===== src/rtl/keypad_scanner.sv =====
// 4x4 matrix keypad scanner: column drive, row synchronizer, per-frame key
// classification, frame-level debounce and a 16-bit hex entry shift register.
module keypad_scanner #(
  parameter int SCAN_CYCLES     = 100000,
  parameter int DEBOUNCE_FRAMES = 8
) (
  input  logic        clk,
  input  logic        reset_n,
  input  logic [3:0]  row,
  output logic [3:0]  col,
  output logic [3:0]  key_code,
  output logic        key_valid,
  output logic        key_held,
  output logic [15:0] entry
);

  localparam int CW = (SCAN_CYCLES > 1) ? $clog2(SCAN_CYCLES) : 1;
  localparam int SW = $clog2(DEBOUNCE_FRAMES + 1);
  localparam logic [CW-1:0] CNT_MAX  = CW'(SCAN_CYCLES - 1);
  localparam logic [SW-1:0] STAB_MAX = SW'(DEBOUNCE_FRAMES);

  typedef enum logic {IDLE = 1'b0, HELD = 1'b1} state_t;
  typedef enum logic [1:0] {CLS_NONE = 2'd0, CLS_ONE = 2'd1, CLS_MULTI = 2'd2} cls_t;

  function automatic logic [3:0] key_map(input logic [1:0] r, input logic [1:0] c);
    logic [3:0] k;
    case ({r, c})
      4'h0: k = 4'h1;  4'h1: k = 4'h2;  4'h2: k = 4'h3;  4'h3: k = 4'hA;
      4'h4: k = 4'h4;  4'h5: k = 4'h5;  4'h6: k = 4'h6;  4'h7: k = 4'hB;
      4'h8: k = 4'h7;  4'h9: k = 4'h8;  4'hA: k = 4'h9;  4'hB: k = 4'hC;
      4'hC: k = 4'h0;  4'hD: k = 4'hF;  4'hE: k = 4'hE;  4'hF: k = 4'hD;
    endcase
    return k;
  endfunction

  function automatic logic [1:0] sat_count(input logic [1:0] cur, input logic [2:0] add);
    logic [2:0] sum;
    sum = {1'b0, cur} + add;
    return (sum >= 3'd2) ? 2'd2 : sum[1:0];
  endfunction

  logic [3:0]    row_s1, row_s2;
  logic [CW-1:0] cnt;
  logic [1:0]    colidx;
  logic          sample;
  logic          frame_end;
  logic [1:0]    pcount, pcount_nx;
  logic [3:0]    cand, cand_nx;
  logic [2:0]    hits;
  logic [1:0]    first_row;
  cls_t          cls_type, last_type;
  logic [3:0]    cls_key, last_key;
  logic [SW-1:0] stab, stab_nx;
  state_t        state, state_nx;
  logic          accept;

  // Row synchronizer (data path, not reset)
  always_ff @(posedge clk) begin
    row_s1 <= row;
    row_s2 <= row_s1;
  end

  assign sample = (cnt == CNT_MAX);

  // Column sample: count pressed rows and locate the first one in row order
  always_comb begin
    hits      = '0;
    first_row = '0;
    for (int r = 3; r >= 0; r--) begin
      if (!row_s2[r]) begin
        hits      = hits + 3'd1;
        first_row = 2'(r);
      end
    end
    pcount_nx = sat_count(pcount, hits);
    cand_nx   = cand;
    if (pcount == 2'd0 && hits != 3'd0) cand_nx = key_map(first_row, colidx);
  end

  // Frame classification and stability count
  always_comb begin
    case (pcount)
      2'd0:    cls_type = CLS_NONE;
      2'd1:    cls_type = CLS_ONE;
      default: cls_type = CLS_MULTI;
    endcase
    cls_key = (pcount == 2'd1) ? cand : 4'h0;
    if (cls_type == last_type && cls_key == last_key)
      stab_nx = (stab == STAB_MAX) ? stab : stab + 1'b1;
    else
      stab_nx = SW'(1);
  end

  always_comb begin
    state_nx = state;
    accept   = 1'b0;
    if (frame_end) begin
      case (state)
        IDLE: if (cls_type == CLS_ONE && stab_nx == STAB_MAX) begin
          accept   = 1'b1;
          state_nx = HELD;
        end
        HELD: if (cls_type == CLS_NONE && stab_nx == STAB_MAX) state_nx = IDLE;
        default: state_nx = IDLE;
      endcase
    end
  end

  always_ff @(posedge clk) begin
    if (!reset_n) begin
      cnt       <= '0;
      colidx    <= 2'd0;
      col       <= 4'b1110;
      frame_end <= 1'b0;
      pcount    <= 2'd0;
      cand      <= 4'h0;
      last_type <= CLS_NONE;
      last_key  <= 4'h0;
      stab      <= '0;
      state     <= IDLE;
      key_valid <= 1'b0;
      key_code  <= 4'h0;
      entry     <= 16'h0000;
    end else begin
      if (sample) begin
        cnt    <= '0;
        colidx <= colidx + 2'd1;
        col    <= {col[2:0], col[3]};
      end else begin
        cnt <= cnt + 1'b1;
      end
      frame_end <= sample && (colidx == 2'd3);
      if (frame_end) begin
        pcount    <= 2'd0;
        cand      <= 4'h0;
        last_type <= cls_type;
        last_key  <= cls_key;
        stab      <= stab_nx;
      end else if (sample) begin
        pcount <= pcount_nx;
        cand   <= cand_nx;
      end
      state     <= state_nx;
      key_valid <= accept;
      if (accept) begin
        key_code <= cls_key;
        entry    <= {entry[11:0], cls_key};
      end
    end
  end

  assign key_held = (state == HELD);

endmodule


===== config.mk =====
export PLATFORM = sky130hd
export DESIGN_NAME = keypad_scanner
export DESIGN_NICKNAME = d
export VERILOG_FILES = /design/src/rtl/keypad_scanner.sv
export SDC_FILE = /design/constraint.sdc
export NUM_CORES = 1
export LEC_CHECK = 0
export ABC_CLOCK_PERIOD_IN_PS = 3500
export BUFFER_PORTS_ARGS = -buffer_cell sky130_fd_sc_hd__buf_4
export CORE_ASPECT_RATIO = 0.6
export CORE_MARGIN = 5
export CORE_UTILIZATION = 58
export CTS_CLUSTER_SIZE = 24
export DETAILED_ROUTE_END_ITERATION = 16
export PLACE_DENSITY = 0.81
export SLEW_MARGIN = 10
export SYNTH_ARGS = -nofsm -noshare
export SYNTH_HDL_FRONTEND = slang
export SYNTH_SLANG_ARGS = --single-unit

===== constraint.sdc =====
create_clock -name clk -period 3.5 [get_ports clk]
set_input_delay 0.7 -clock clk [delete_from_list [all_inputs] [get_ports clk]]
set_output_delay 0.7 -clock clk [all_outputs]
set_load 0.02 [all_outputs]

# Yosys cells after proc, flatten, opt, wreduce, memory -nomap -nowiden
# Memory sizes are Yosys's and may differ from the RTL's. A register that Yosys moved wholly into a read port is not among the register bits.
# Cells that the tools add are included.
totals:
  word_cells: 62
  mem_bits_rw: 0
  register_bits: 66
  n_memories: 1
  out_inout_bits: 26
  inputBits: 6
  romBits: 64
  latchBits: 0
classes:
  magnitude_cmp: 1
  mul: 0
  n_addsub: 7
  n_reduce_logical: 11
  n_mux: 18
  n_div: 0
  shift: 0
  eq_ne: 8
  bitwise: 2
mem_list:
  columns: ["name", "words", "width", "read_ports", "rd_clocked_by_memory_dff", "write_ports", "line", "text"]
  rows:
  - ["(name not given)", 16, 4, 1, 1, 0, "27", "case ({r, c})"]
ops:
  columns: ["operator", "count"]
  rows:
  - ["adder 17 x 1 -> 17 bit, second input constant", 1]
  - ["== test 17 bit, second input constant", 1]
  - ["two-way mux 4 bit", 3]
  - ["two-way mux 2 bit", 5]
  - ["adder 3 x 1 -> 3 bit, second input constant", 3]
  - ["two-way mux 3 bit", 3]
  - ["== test 4 bit, second input constant", 2]
  - ["logical AND 1 bit", 5]
  - ["two-way mux 1 bit", 5]
  - ["adder 4 x 1 -> 4 bit, second input constant", 1]
  - ["== test 2 x 1 -> 1 bit, second input constant", 2]
  - ["== test 4 bit", 1]
  - ["logical NOT 2 bit", 2]
  - ["case mux 2 bit (2 select lines)", 1]
  - ["OR reduction 2 bit", 2]
  - ["adder 2 x 3 -> 3 bit", 1]
  - ["greater-or-equal comparator 3 x 2 -> 1 bit, second input constant", 1]
  - ["nonzero test 3 bit", 1]
  - ["adder 2 x 1 -> 2 bit, second input constant", 1]
  - ["== test 2 bit", 1]
  - ["== test 2 bit, second input constant", 1]
  - ["NOT 1 bit", 2]
  - ["case mux 1 bit (2 select lines)", 1]
  - ["AND reduction 2 bit", 1]

# Logic depth before layout (Yosys ltp)
depth:
  ltp_word: 10
  depth_mapped: 11
  ltp_nobuf: 11

# Worst setup path before layout
# Ideal clock, no wire load.
synth_path:
  path_type: "flip-flop to flip-flop"
  from: "register row_s2[2]"
  to: "register pcount[1]"
  stages_incl_launch_ff: 11
  n_path_buf: 0
  path_slack_ns: 0.809
  arrival_time_ns: 2.575
  period_less_slack_ns: 2.691
  path_cell_list: "dfxtp_1 inv_1 ha_1 xnor2_1 ha_1 mux2_2 fa_1 xnor3_1 nor2b_1 nand2_1 o211a_1"
synth_via:
  elab_chain_cells: 8
synth_rtl:
  columns: ["element", "line", "text"]
  rows:
  - ["from (decl)", "42", "logic [3:0] row_s1, row_s2;"]
  - ["from (signal assigned)", "60", "row_s2 <= row_s1;"]
  - ["two-way mux 3 bit *", "70", "if (!row_s2[r]) begin"]
  - ["adder 3 x 1 -> 3 bit", "71", "hits = hits + 3'd1;"]
  - ["two-way mux 3 bit *", "70", null]
  - ["adder 3 x 1 -> 3 bit", "71", null]
  - ["two-way mux 3 bit *", "70", null]
  - ["adder 2 x 3 -> 3 bit *", "38", "sum = {1'b0, cur} + add;"]
  - ["greater-or-equal comparator 3 x 2 -> 1 bit", "39", "return (sum >= 3'd2) ? 2'd2 : sum[1:0];"]
  - ["two-way mux 2 bit *", "39", null]
  - ["to (signal assigned)", "140", "pcount <= pcount_nx;"]
  - ["to (decl)", "47", "logic [1:0] pcount, pcount_nx;"]
# Mark *: on every way between the ends. The rest lies on a longest branch, timed or not.
# A chain may end at the register's enable or synchronous reset.

# Worst setup path in the final report
layout_path:
  from: "register row_s2[2]"
  to: "register pcount[0]"
# Same word-level chain as after synthesis.

==> results.ini <==
[worst_hold_path]
min_path_type = reg2reg
min_from = row_s1[0]

[floorplanning]
dieArea_sq_um = 7130
core-area_sq_um = 5180
ioPinCount = 32
initial_core_util_pct = 61.6
dieWidth_um = 106
row_count = 20
die_h_um = 67.4

[power_and_ir_drop]
finalPower_uw = 1540
ir_drop_v = 0.000323
p_per_area_nw_per_um2 = 427
p_leak_uw = 0.00140

[setup_path]
r2r_end = pcount[0]
critical_path.most_common_cell = ha_1
cp.required_ns = 3.77
path_class = reg2reg
arrival_ns = 3.22
cp_slowest_stage_delay_ns = 0.39
timing.rr.start = row_s2[2]
r2r_cells = 10
slowest_stage = dfxtp_1
critPathMaxFanout = 6
crit_end = pcount[0]
cp-start-kind = flop
worstPathCellList = inv_1 > ha_1 > xnor2_1 > ha_1 > mux2_2 > fa_1 > xnor3_1 > nor2b_1 > nand3_1 > a21boi_1
reg2reg_slack_ns = 0.55
critPathCaptureType = flop
startpoint = row_s2[2]

[detailed_routing]
viasPerCell = 5.32
wl_per_cell_um = 13.3
drt-pass1-iter-count = 4
drcViolationCount = 0
wirelength_mm = 5.70
final_antenna_net_count = 0
drt-initial-drc-count = 173
num_vias = 2271

[logic_synthesis]
ys_warn_count = 0
synthCells = 333
synthTopCellsByArea = dfxtp_1, mux2i_1, nand2_1
synth.ff_latch_count = 66
yosysTopAreaCellShare_pct = 41.4
syn_nets = 353
synth_xor_area_share_pct = 7.22
syn_area_sq_um = 3190
muxShareOfSynthArea_pct = 10.5
synthAdderAreaFrac_pct = 5.73
async_reset_ff_share_pct = 0
synth_area_per_cell_sq_um = 9.58
ys_seq_area_share_pct = 41.4
synthMostInstantiatedCell = dfxtp_1
yosys.area.top_type = dfxtp_1
synth_compound_area_share_pct = 7.10
synthDistinctLibCells = 54
synth_top_family_by_area = simple AND/OR/NAND/NOR gates
synth_common_cells = dfxtp_1, nand2_1, mux2i_1
synth_top_flop_cell = dfxtp_1
yosys.area_share.simple_pct = 22.2
synth_edf_count = 0

[sta]
clock_skew_ns = 0.0113
hold_violations = 0
fin_ws_ns = 0.554
slew_headroom_pct = 57.4
worstMarginPinSlew_ns = 0.638
period_share_pct = 84.2
tns_ns = 0
fmax_mhz = 339
rsz0062_at_grt = no
slew_violations = 0
period_needed_ns = 2.95
setup_violations = 0

[placement]
place.gp.congestion = 0.780
portBuffers = 31
hpwl_mm = 4.01
pre_cts_ws_ns = 0.564

[grt]
grt_pass1_wl_mm = 9.83
antenna_found_initial = 0
grt_pass1_vias = 2184
grt_max_degree = 44
grt_overflow = 0
grtUsageTotal_pct = 17.5

[clock_network]
hold_buffers = 0
cts_buffer_depth = 2
cts_tree = built
clock-sinks = 66
cts_setup_buffers = 0
clk_root_buffer_cell = clkbuf_8
cts_max_level = 3
numCtsBuffers = 9
clk_pin_slew_ns = 0.07
clk-insertion-delay-late_ns = 0.35
cts_resized = 0

[final_layout]
final_core_util_pct = 69.5
syn_to_final_growth_pct = 12.9
antenna_cells = 0
final_nets = 376
drive_above_1_share_pct = 16.3
n_fill_cell = 412

[run]
drv_cap = 0

[outcome]
outcome = finished clean

## routing by layer
| metal | share of wire (%) | wire length, um | track usage [%] | up-vias |
|---|---|---|---|---|
| met5 | 0 | 0 | 0 | - |
| met4 | 0.81 | 46 | 8.40 | 0 |
| met3 | 4.9 | 278 | 5.83 | 3 |
| met2 | 43 | 2440 | 26.3 | 45 |
| met1 | 51 | 2930 | 22.9 | 1049 |
| li1 | - | - | - | 1174 |
## report_power, final
part           internal [uW]  switching, uW  total, uW
combinational           25.5           33.8       59.3
sequential               758           7.17        765
clock                    407            305        712
total                   1190            346       1540
## flip-flops by register name, summed over array words and instances, names as in the netlist, 2 cells and up
register   flops
cand           4
last_key       4
last_type      2
col            4
stab           4
pcount         2
cnt           17
row_s2         4
colidx         2
key_code       3
row_s1         4
entry         13
## worst min path at each step
stage,end,depth (start not counted),slack (ns)
floorplan,row_s2[0],0,0.31
global placement,row_s2[1],0,0.31
detailed placement,row_s2[2],0,0.31
CTS,row_s2[2],0,0.33
global route,row_s2[0],0,0.34
finish,row_s2[0],0,0.33
## kinds of logic after synthesis
kind of cell / after synthesis
and+or+nand+nor: 138
DFF: 66
muxes: 32
AOI/OAI and AO/OA: 27
xor gates and xnor gates: 23
adders and majority gates: 14
buffers and inverters: 33
## cell type report
cell class / instances / area, sq um / share of cell area [%]
Inverter: 12 / 45.0 / 1.25
Clock buffer: 9 / 124 / 3.44
Timing Repair Buffer: 33 / 248 / 6.88
Multi-Input combinational cell: 234 / 1680 / 46.7
Clock inverter: 7 / 100 / 2.78
Sequential cell: 66 / 1320 / 36.7
Tap cell: 66 / 82.6 / 2.29
## worst max-delay path, delay by kind of cell, from the launching register on
family / cells / cell delay (ns)
adder cells (fa/ha/maj): 3 / 1.04
XOR/XNOR: 2 / 0.61
flip-flops: 1 / 0.39
AND/OR/NAND/NOR: 2 / 0.33
multiplexers: 1 / 0.31
AO/OA/AOI/OAI: 1 / 0.15
buffers and inverters: 1 / 0.06
## cells in the final DEF (no fill, tap or decap), types with 2 or more instances in the layout
| cell | netlist | routed |
|---|---|---|
| dfxtp_1 | 66 | 66 |
| nand2_1 | 44 | 44 |
| buf_4 | 5 | 33 |
| mux2i_1 | 30 | 30 |
| nor2_1 | 24 | 24 |
| nand3_1 | 15 | 15 |
| ha_1 | 13 | 13 |
| inv_1 | 12 | 12 |
| xnor2_1 | 12 | 12 |
| nor2b_1 | 12 | 12 |
| clkbuf_8 | 0 | 9 |
| xor2_1 | 8 | 8 |
| nand4_1 | 6 | 6 |
| and3_1 | 6 | 6 |
| nor3_1 | 5 | 5 |
| nand3b_1 | 5 | 5 |
| and2_1 | 5 | 5 |
| nand2b_1 | 5 | 5 |
| o21ai_0 | 4 | 4 |
| o21ai_1 | 3 | 3 |
| a211oi_1 | 2 | 2 |
| and3b_1 | 2 | 2 |
| xnor2_2 | 2 | 2 |
| nor4_1 | 2 | 2 |
| o21a_1 | 2 | 2 |
| a21boi_0 | 2 | 2 |
| o31ai_1 | 2 | 2 |
| inv_6 | 0 | 2 |
| bufinv_16 | 0 | 2 |
| clkinv_4 | 0 | 2 |
## stage by stage
step | instances | hold slack [ns] | cell area [sq um]
finish | 427 | 0.329 | 3600
CTS | 427 | 0.331 | 3600
detailed placement | 411 | 0.313 | 3380
global placement | 411 | 0.312 | 3380
global route | 427 | 0.342 | 3600
floorplan | 333 | 0.310 | 3190
Power figures use the tool's default switching activity.
